`config.mk`:
```
export PLATFORM = sky130hd
export DESIGN_NAME = sprite_ram_loader
export DESIGN_NICKNAME = d
export VERILOG_FILES = /design/src/rtl/sprite_ram_loader_pkg.sv /design/src/rtl/sprite_ram_loader_addr_counter.sv /design/src/rtl/sprite_ram_loader.sv
export SDC_FILE = /design/constraint.sdc
export NUM_CORES = 1
export LEC_CHECK = 0
export CAP_MARGIN = 20
export CORE_MARGIN = 2
export CORE_UTILIZATION = 54
export CTS_CLUSTER_DIAMETER = 80
export DETAILED_ROUTE_END_ITERATION = 12
export GPL_ROUTABILITY_DRIVEN = 0
export PLACE_DENSITY_LB_ADDON = 0.2
export SYNTH_ARGS = -nofsm -noshare
export SYNTH_HDL_FRONTEND = slang
export SYNTH_SLANG_ARGS = --single-unit
```
`constraint.sdc`:
```
create_clock -name Clk -period 3.05 [get_ports Clk]
set_input_delay 0.4575 -clock Clk [delete_from_list [all_inputs] [get_ports Clk]]
set_output_delay 0.4575 -clock Clk [all_outputs]
set_load 0.02 [all_outputs]
```
`src/rtl/sprite_ram_loader_pkg.sv`:
```
// Shared types and defaults for the sprite RAM loader.
// Optional feature macro: SPRITE_RLE_EN (run-length encoded pixel bytes).
package sprite_ram_loader_pkg;

  localparam int unsigned SPRITE_W_DEF  = 56;
  localparam int unsigned SPRITE_H_DEF  = 28;
  localparam int unsigned DATA_W_DEF    = 5;
  localparam int unsigned ADDR_W_DEF    = 19;
  localparam int unsigned SPRITE_PIXELS = SPRITE_W_DEF * SPRITE_H_DEF;

  // Source byte layout: [4:0] palette index, [7:5] run length minus one.
  localparam int unsigned PIX_BYTE_W = 8;
  localparam int unsigned IDX_W      = 5;
  localparam int unsigned RUN_W      = PIX_BYTE_W - IDX_W;

  typedef enum logic [1:0] {
    IDLE = 2'd0,
    LOAD = 2'd1,
`ifdef SPRITE_RLE_EN
    RUN  = 2'd2,
`endif
    DONE = 2'd3
  } state_t;

  // Counter width able to hold indices 0..n-1 (at least one bit).
  function automatic int unsigned cnt_width(input int unsigned n);
    return (n > 1) ? $clog2(n) : 1;
  endfunction

endpackage

```
`src/rtl/sprite_ram_loader_addr_counter.sv`:
```
// Pixel index counter with a running base+index address and last-pixel flag.
module sprite_addr_counter
  import sprite_ram_loader_pkg::*;
#(
  parameter int unsigned PIXELS = SPRITE_PIXELS,
  parameter int unsigned ADDR_W = ADDR_W_DEF
) (
  input  logic              Clk,
  input  logic              Reset,
  input  logic              load,
  input  logic [ADDR_W-1:0] base,
  input  logic              advance,
  output logic [ADDR_W-1:0] addr,
  output logic              last_c
);

  localparam int unsigned      CNT_W    = cnt_width(PIXELS);
  localparam logic [CNT_W-1:0] LAST_IDX = CNT_W'(PIXELS - 1);

  logic [CNT_W-1:0] count;

  // Address tracks base+count by increment, wrapping modulo 2^ADDR_W.
  always_ff @(posedge Clk) begin
    if (Reset) begin
      count <= '0;
      addr  <= '0;
    end else if (load) begin
      count <= '0;
      addr  <= base;
    end else if (advance) begin
      count <= count + CNT_W'(1);
      addr  <= addr + ADDR_W'(1);
    end
  end

  assign last_c = (count == LAST_IDX);

endmodule

```
`src/rtl/sprite_ram_loader.sv`:
```
// Streams palette-index bytes into frame RAM for one sprite, row-major from a base address.
// Optional feature macro: SPRITE_RLE_EN (each byte repeats its index pix_data[7:5]+1 times).
module sprite_ram_loader
  import sprite_ram_loader_pkg::*;
#(
  parameter int unsigned SPRITE_W = SPRITE_W_DEF,
  parameter int unsigned SPRITE_H = SPRITE_H_DEF,
  parameter int unsigned DATA_W   = DATA_W_DEF,
  parameter int unsigned ADDR_W   = ADDR_W_DEF
) (
  input  logic                  Clk,
  input  logic                  Reset,
  input  logic                  start,
  input  logic [ADDR_W-1:0]     base_address,
  input  logic                  pix_valid,
  input  logic [PIX_BYTE_W-1:0] pix_data,
  output logic                  pix_ready,
  output logic                  we,
  output logic [ADDR_W-1:0]     write_address,
  output logic [DATA_W-1:0]     data_In,
  output logic                  busy,
  output logic                  done
);

  localparam int unsigned PIXELS = SPRITE_W * SPRITE_H;

  state_t              state_q, state_d;
  logic                last_q, last_d;
  logic                we_d;
  logic [ADDR_W-1:0]   addr_d;
  logic [DATA_W-1:0]   data_d;
  logic                pix_ready_d, busy_d, done_d;
  logic                cnt_load, cnt_adv;
  logic [ADDR_W-1:0]   cnt_addr;
  logic                cnt_last_c;
  logic                accept;

`ifdef SPRITE_RLE_EN
  logic [RUN_W-1:0]    run_q, run_d;
  logic [DATA_W-1:0]   color_q, color_d;
`else
  logic [RUN_W-1:0]    unused_run_bits;
  assign unused_run_bits = pix_data[PIX_BYTE_W-1:IDX_W];
`endif

  assign accept = pix_valid && pix_ready;

  sprite_addr_counter #(
    .PIXELS (PIXELS),
    .ADDR_W (ADDR_W)
  ) u_addr_counter (
    .Clk     (Clk),
    .Reset   (Reset),
    .load    (cnt_load),
    .base    (base_address),
    .advance (cnt_adv),
    .addr    (cnt_addr),
    .last_c  (cnt_last_c)
  );

  // State register plus run bookkeeping.
  always_ff @(posedge Clk) begin
    if (Reset) begin
      state_q <= IDLE;
      last_q  <= 1'b0;
`ifdef SPRITE_RLE_EN
      run_q   <= '0;
      color_q <= '0;
`endif
    end else begin
      state_q <= state_d;
      last_q  <= last_d;
`ifdef SPRITE_RLE_EN
      run_q   <= run_d;
      color_q <= color_d;
`endif
    end
  end

  // Next state and next values of the registered outputs.
  // After the final pixel write, one more LOAD cycle (last_q set, pix_ready low)
  // lines the done pulse up one cycle after that write.
  always_comb begin
    state_d  = state_q;
    last_d   = last_q;
    we_d     = 1'b0;
    addr_d   = write_address;
    data_d   = data_In;
    cnt_load = 1'b0;
    cnt_adv  = 1'b0;
`ifdef SPRITE_RLE_EN
    run_d    = run_q;
    color_d  = color_q;
`endif
    case (state_q)
      IDLE: begin
        if (start) begin
          state_d  = LOAD;
          cnt_load = 1'b1;
          last_d   = 1'b0;
        end
      end
      LOAD: begin
        if (last_q) begin
          state_d = DONE;
        end else if (accept) begin
          we_d    = 1'b1;
          addr_d  = cnt_addr;
          data_d  = DATA_W'(pix_data[IDX_W-1:0]);
          cnt_adv = 1'b1;
          if (cnt_last_c) begin
            last_d = 1'b1;
          end
`ifdef SPRITE_RLE_EN
          else if (pix_data[PIX_BYTE_W-1:IDX_W] != '0) begin
            run_d   = pix_data[PIX_BYTE_W-1:IDX_W];
            color_d = DATA_W'(pix_data[IDX_W-1:0]);
            state_d = RUN;
          end
`endif
        end
      end
`ifdef SPRITE_RLE_EN
      RUN: begin
        we_d    = 1'b1;
        addr_d  = cnt_addr;
        data_d  = color_q;
        cnt_adv = 1'b1;
        run_d   = run_q - RUN_W'(1);
        if (cnt_last_c) begin
          last_d  = 1'b1;
          state_d = LOAD;
        end else if (run_q == RUN_W'(1)) begin
          state_d = LOAD;
        end
      end
`endif
      DONE: begin
        state_d = IDLE;
      end
      default: begin
        state_d = IDLE;
      end
    endcase
    pix_ready_d = (state_d == LOAD) && !last_d;
    busy_d      = (state_d != IDLE);
    done_d      = (state_d == DONE);
  end

  // Registered outputs.
  always_ff @(posedge Clk) begin
    if (Reset) begin
      we            <= 1'b0;
      write_address <= '0;
      data_In       <= '0;
      pix_ready     <= 1'b0;
      busy          <= 1'b0;
      done          <= 1'b0;
    end else begin
      we            <= we_d;
      write_address <= addr_d;
      data_In       <= data_d;
      pix_ready     <= pix_ready_d;
      busy          <= busy_d;
      done          <= done_d;
    end
  end

endmodule

```
Yosys cells after proc, flatten, opt, wreduce, memory -nomap -nowiden
Cells that the tools add are included.
{ "word_totals": {"rom_bits": 0, "out_inout_bits": 28, "in_bits": 31, "wordCells": 40, "ramBits": 0, "n_memories": 0, "latchBits": 0, "register_bits": 61} }
{ "classes": {"div_mod_pow": 0, "n_reduce_logical": 8, "mul": 0, "eq_ne": 4, "add_sub_neg": 2, "n_shift": 0, "bitwise": 1, "mux": 15, "magnitude_cmp": 0} }
{ "ops": {"columns": ["op", "n"], "rows": [
  ["$mux 19", 2],
  ["$add 19x1->19 const B", 1],
  ["$add 11x1->11 const B", 1],
  ["$eq 11x11->1 const B", 1],
  ["$mux 1", 9],
  ["$eq 2x1->1 const B", 2],
  ["$mux 2", 2],
  ["$pmux 2 s2", 1],
  ["$reduce_bool 2->1", 2],
  ["$reduce_and 3->1", 1],
  ["$eq 2x2->1 const B", 1],
  ["$logic_and 1x1->1", 2],
  ["$logic_not 2->1", 1],
  ["$pmux 1 s2", 1],
  ["$reduce_or 2->1", 1],
  ["$logic_not 1->1", 1],
  ["$not 1->1", 1]
]} }

Longest topological paths before layout
{ "logic_depth": {"ltp_word": 7, "ltp_mapped": 7} }

Modules after synthesis
A second synthesis with hierarchy kept.
{ "unflattened": {"hier_cells": 315, "hier_area_um2": 2874.0} }
{ "modules_own_cells": {"columns": ["mod", "area_per_inst_um2", "instances", "seq_area_each_um2", "cells_each"], "rows": [
  ["sprite_addr_counter", 1534.0, 1, 600.6, 185],
  ["sprite_ram_loader", 1340.0, 1, 620.6, 130]
]} }

Least setup slack after synthesis
No wires, ideal clock.
{ "synth_timing": {"path_type": "register to register", "from": "register pix_ready", "to": "register u_addr_counter.addr[15]", "setup_ps": 62, "path_slack_ps": 1302, "path_buffers": 1, "synth_period_minus_slack_ps": 1748, "path_stages_with_launch": 6, "required_ps": 2988, "arrival_ps": 1686, "cell_sequence": "dfxtp_1 nand4b_4 or3_1 clkbuf_2 or4_1 nand3_1"} }
{ "synth_via": {"elab_chain_cells": 5} }
{ "synth_lines": {"columns": ["element", "line_no", "source"], "rows": [
  ["start: declaration", "sprite_ram_loader.sv:17", "output logic pix_ready,"],
  ["start signal: assignment", "sprite_ram_loader.sv:163", "pix_ready <= pix_ready_d;"],
  ["$logic_and 1x1->1", "sprite_ram_loader.sv:46", "assign accept = pix_valid && pix_ready;"],
  ["$mux 1", "sprite_ram_loader.sv:106", "end else if (accept) begin"],
  ["$mux 1", "sprite_ram_loader.sv:104", "if (last_q) begin"],
  ["$mux 1", null, null],
  ["$reduce_bool 2->1 (no source line)", null, null],
  ["end signal: assignment", "sprite_ram_loader_addr_counter.sv:29", "addr <= base;"],
  ["end signal: assignment", "sprite_ram_loader_addr_counter.sv:32", "addr <= addr + ADDR_W'(1);"],
  ["end: declaration", "sprite_ram_loader_addr_counter.sv:13", "output logic [ADDR_W-1:0] addr,"]
]} }
No other way between the ends.
A chain may end at the register's enable or synchronous reset.

Worst setup path after layout
{ "layout_timing": {"from": "input port pix_valid", "to": "register u_addr_counter.addr[15]"} }
{ "layout_via": {"elab_chain_cells": 5} }
{ "layout_lines": {"columns": ["element", "line_no", "source"], "rows": [
  ["start: declaration", "sprite_ram_loader.sv:15", "input logic pix_valid,"],
  ["$logic_and 1x1->1", "sprite_ram_loader.sv:46", null],
  ["$mux 1", "sprite_ram_loader.sv:106", null],
  ["$mux 1", "sprite_ram_loader.sv:104", null],
  ["$mux 1", null, null],
  ["$reduce_bool 2->1 (no source line)", null, null]
]} }
No other way between the ends.

==> flow_metrics.tcl <==
set metrics [dict create \
    synth_compound_area_frac 0.150 \
    cp_data_required_time_ps 3330 \
    yosysUniqueCellTypes 45 \
    synth_simple_gate_area_frac 0.310 \
    clock_sinks 61 \
    maxCapViolations 0 \
    multi_input_area_sq_um 1410 \
    drt-total-wl_um 6720 \
    status "complete, no violations" \
    fp.coreArea_sq_um 4820 \
    clockBufferDepth 2 \
    yosysWarningCount 0 \
    insertion_delay_ps 340 \
    synth_top_area_share 0.445 \
    synth_top_family_by_area "simple AND/OR/NAND/NOR gates" \
    critPathLaunchType "primary input" \
    die-area_sq_um 5670 \
    grt_first_pass_wirelength_um 10700 \
    drt-initial-drc-count 149 \
    min_path_type "reg2reg" \
    worst-path-buf-inv 1 \
    cp_slowest_stage_delay_ps 560 \
    synth_area_leaders "dfxtp_1 (44%), nand2_1 (8.3%), a21oi_1 (6.2%), nand3_1 (4.0%), xnor2_1 (3.2%)" \
    drc 0 \
    final.period_utilization 0.705 \
    synth_seq_area_share 0.445 \
    synth.area.mux_share 0.00365 \
    crit_family "simple AND/OR/NAND/NOR gates" \
    nFillCells 416 \
    drive_gt1_frac 0.0663 \
    synth_seq_cells 61 \
    ff_latch_area_sq_um 1220 \
    slew_headroom 0.598 \
    path_clk_slew_ps 60 \
    die_y_um 75.3 \
    cts_resized 0 \
    setup_viol 0 \
    ios 59 \
    total_power_mw 1.60 \
    grt_pass1_vias 2406 \
    layoutNonFillerInstCount 459 \
    drt-pass1-iter-count 5 \
    fin_util 0.725 \
    cts_tree "yes" \
    gr-total-overflow 0 \
    mostFrequentLayoutCells "nand2_1 (61), dfxtp_1 (61), clkdlybuf4s50_1 (55), a21oi_1 (34), nand3_1 (22)" \
    grt_max_degree 38 \
    vias_per_cell 5.89 \
    gr-usage-all-layers 0.249 \
    final_hold_viol_count 0 \
    synth_nets 370 \
    endpoint_kind "flop" \
    cp_slowest_cell "or4_1" \
    ir_drop_uv 410 \
    wire_per_inst_um 14.6 \
    antenna_found_initial 0 \
    syn_inst 337 \
    postCtsSetupBuffers 0 \
    yosys.area_share.adder 0.00912 \
    dpl.hpwl_um 4440 \
    holdBufCountCts 0 \
    finalClockSkew_ps 7.34 \
    fmax_mhz 465 \
    final_nets 420 \
    cts-root-buf "clkbuf_8" \
    cts-buffers-inserted 9 \
    path_cells "clkdlybuf4s50_1 > nand4b_4 > or3_1 > or4_1 > nand3_1" \
    area_growth_pct 27.2 \
    row_count 25 \
    synth_edf_count 0 \
    cts_max_level 3 \
    ant_nets 0 \
    fin_setup_tns_ps 0 \
    cp.arrival_ps 2430 \
    finalMaxSlewViolations 0 \
    finalCriticalPeriod_ps 2150 \
    vias 2705 \
    die-width_um 75.3 \
    tightest_slew_ps 595 \
    worstSetupPathType "in2reg" \
    rsz0062_at_grt "false" \
    syn_area_per_cell_sq_um 8.15 \
    yosysTopAreaCell "dfxtp_1" \
    io_buffers 55 \
    crit_fanout 15 \
    cellPowerDensity_nw_per_um2 459 \
    dp.cells 443 \
    synth-async-reset-ratio 0 \
    synth_ff_type "dfxtp_1" \
    n_antenna_cell 0 \
    initial_core_util 0.570 \
    syn_area_sq_um 2750 \
    synth_xor_area_frac 0.0383 \
    p_leak_nw 1.17 \
    holdWs_ps 452 \
    rrSetupSlack_ps 1070 \
]
[routing by layer]
layer  routed length [um]  part of all wire  GRT usage  vias to the layer above
li1                     -                 -          -                     1314
met1                 3040              0.45      0.324                     1255
met2                 3050              0.45      0.383                      124
met3                  521             0.077     0.0820                       12
met4                  112             0.017      0.103                        0
met5                    0                 0          0                        -
[where the power goes]
part           total, mW  switching (mW)  internal, mW  leakage [nW]
Sequential         0.862          0.0368         0.825         0.497
Combinational      0.156          0.0783        0.0775         0.591
Clock              0.583           0.289         0.294        0.0784
[per-stage QoR]
step                      worst slack (ps)  cell area, sq um
final                                  899              3490
after global routing                   827              3490
after CTS                              924              3490
after detailed placement               575              3340
after global placement                 611              3340
after floorplan                       1300              2750
[area by class of cell]
type | count | area share
clock buffer | 14 | 0.0409
clock inverter | 2 | 0.00287
inverter | 6 | 0.00645
multi-input combinational | 247 | 0.403
sequential | 61 | 0.350
tap | 67 | 0.0240
timing repair buffer | 62 | 0.173
[worst reg2reg max path, delay by kind of cell (launching register included)]
family / cells / cell delay [ps]
flip-flops: 1 / 450
AND/OR/NAND/NOR: 4 / 1480
[state kept, by name, indices dropped and copies added (netlist names)]
name,flops
last_q,1
done,1
busy,1
we,1
pix_ready,1
state_q,2
u_addr_counter.addr,19
write_address,19
u_addr_counter.count,11
data_In,5
[final timing paths]
kind,start,to,cells after the start
worst max register to register,state_q[0],u_addr_counter.addr[15],4
worst min register to register,write_address[2],write_address[2],2
worst min-delay path,write_address[2],write_address[2],2
worst max-delay path,pix_valid,u_addr_counter.addr[15],5
[synth_stat cells, types with 2 or more instances]
| master | number |
|---|---|
| nor2_1 | 16 |
| and4_1 | 4 |
| nand3_1 | 22 |
| o21ai_0 | 10 |
| ha_1 | 2 |
| a31o_2 | 2 |
| nand2_1 | 61 |
| xnor2_1 | 10 |
| a32oi_1 | 3 |
| clkbuf_1 | 18 |
| buf_2 | 3 |
| or4_1 | 4 |
| nand4_1 | 9 |
| a31oi_1 | 3 |
| inv_1 | 6 |
| a21oi_1 | 34 |
| or3_1 | 6 |
| nor3_1 | 11 |
| dfxtp_1 | 61 |
| o31ai_1 | 3 |
| a22oi_1 | 2 |
| a211oi_1 | 5 |
| and3_1 | 8 |
| xor2_1 | 2 |
| nor4_1 | 8 |
| and2_1 | 2 |
| nor4b_1 | 4 |
[cell families after synthesis]
group,count (synthesis)
and+or+nand+nor,164
AOI/OAI and AO/OA,68
DFF,61
buffers and inverters,29
xor gates and xnor gates,12
adders and majority gates,2
muxes,1
(Power assumes the default switching activity.)
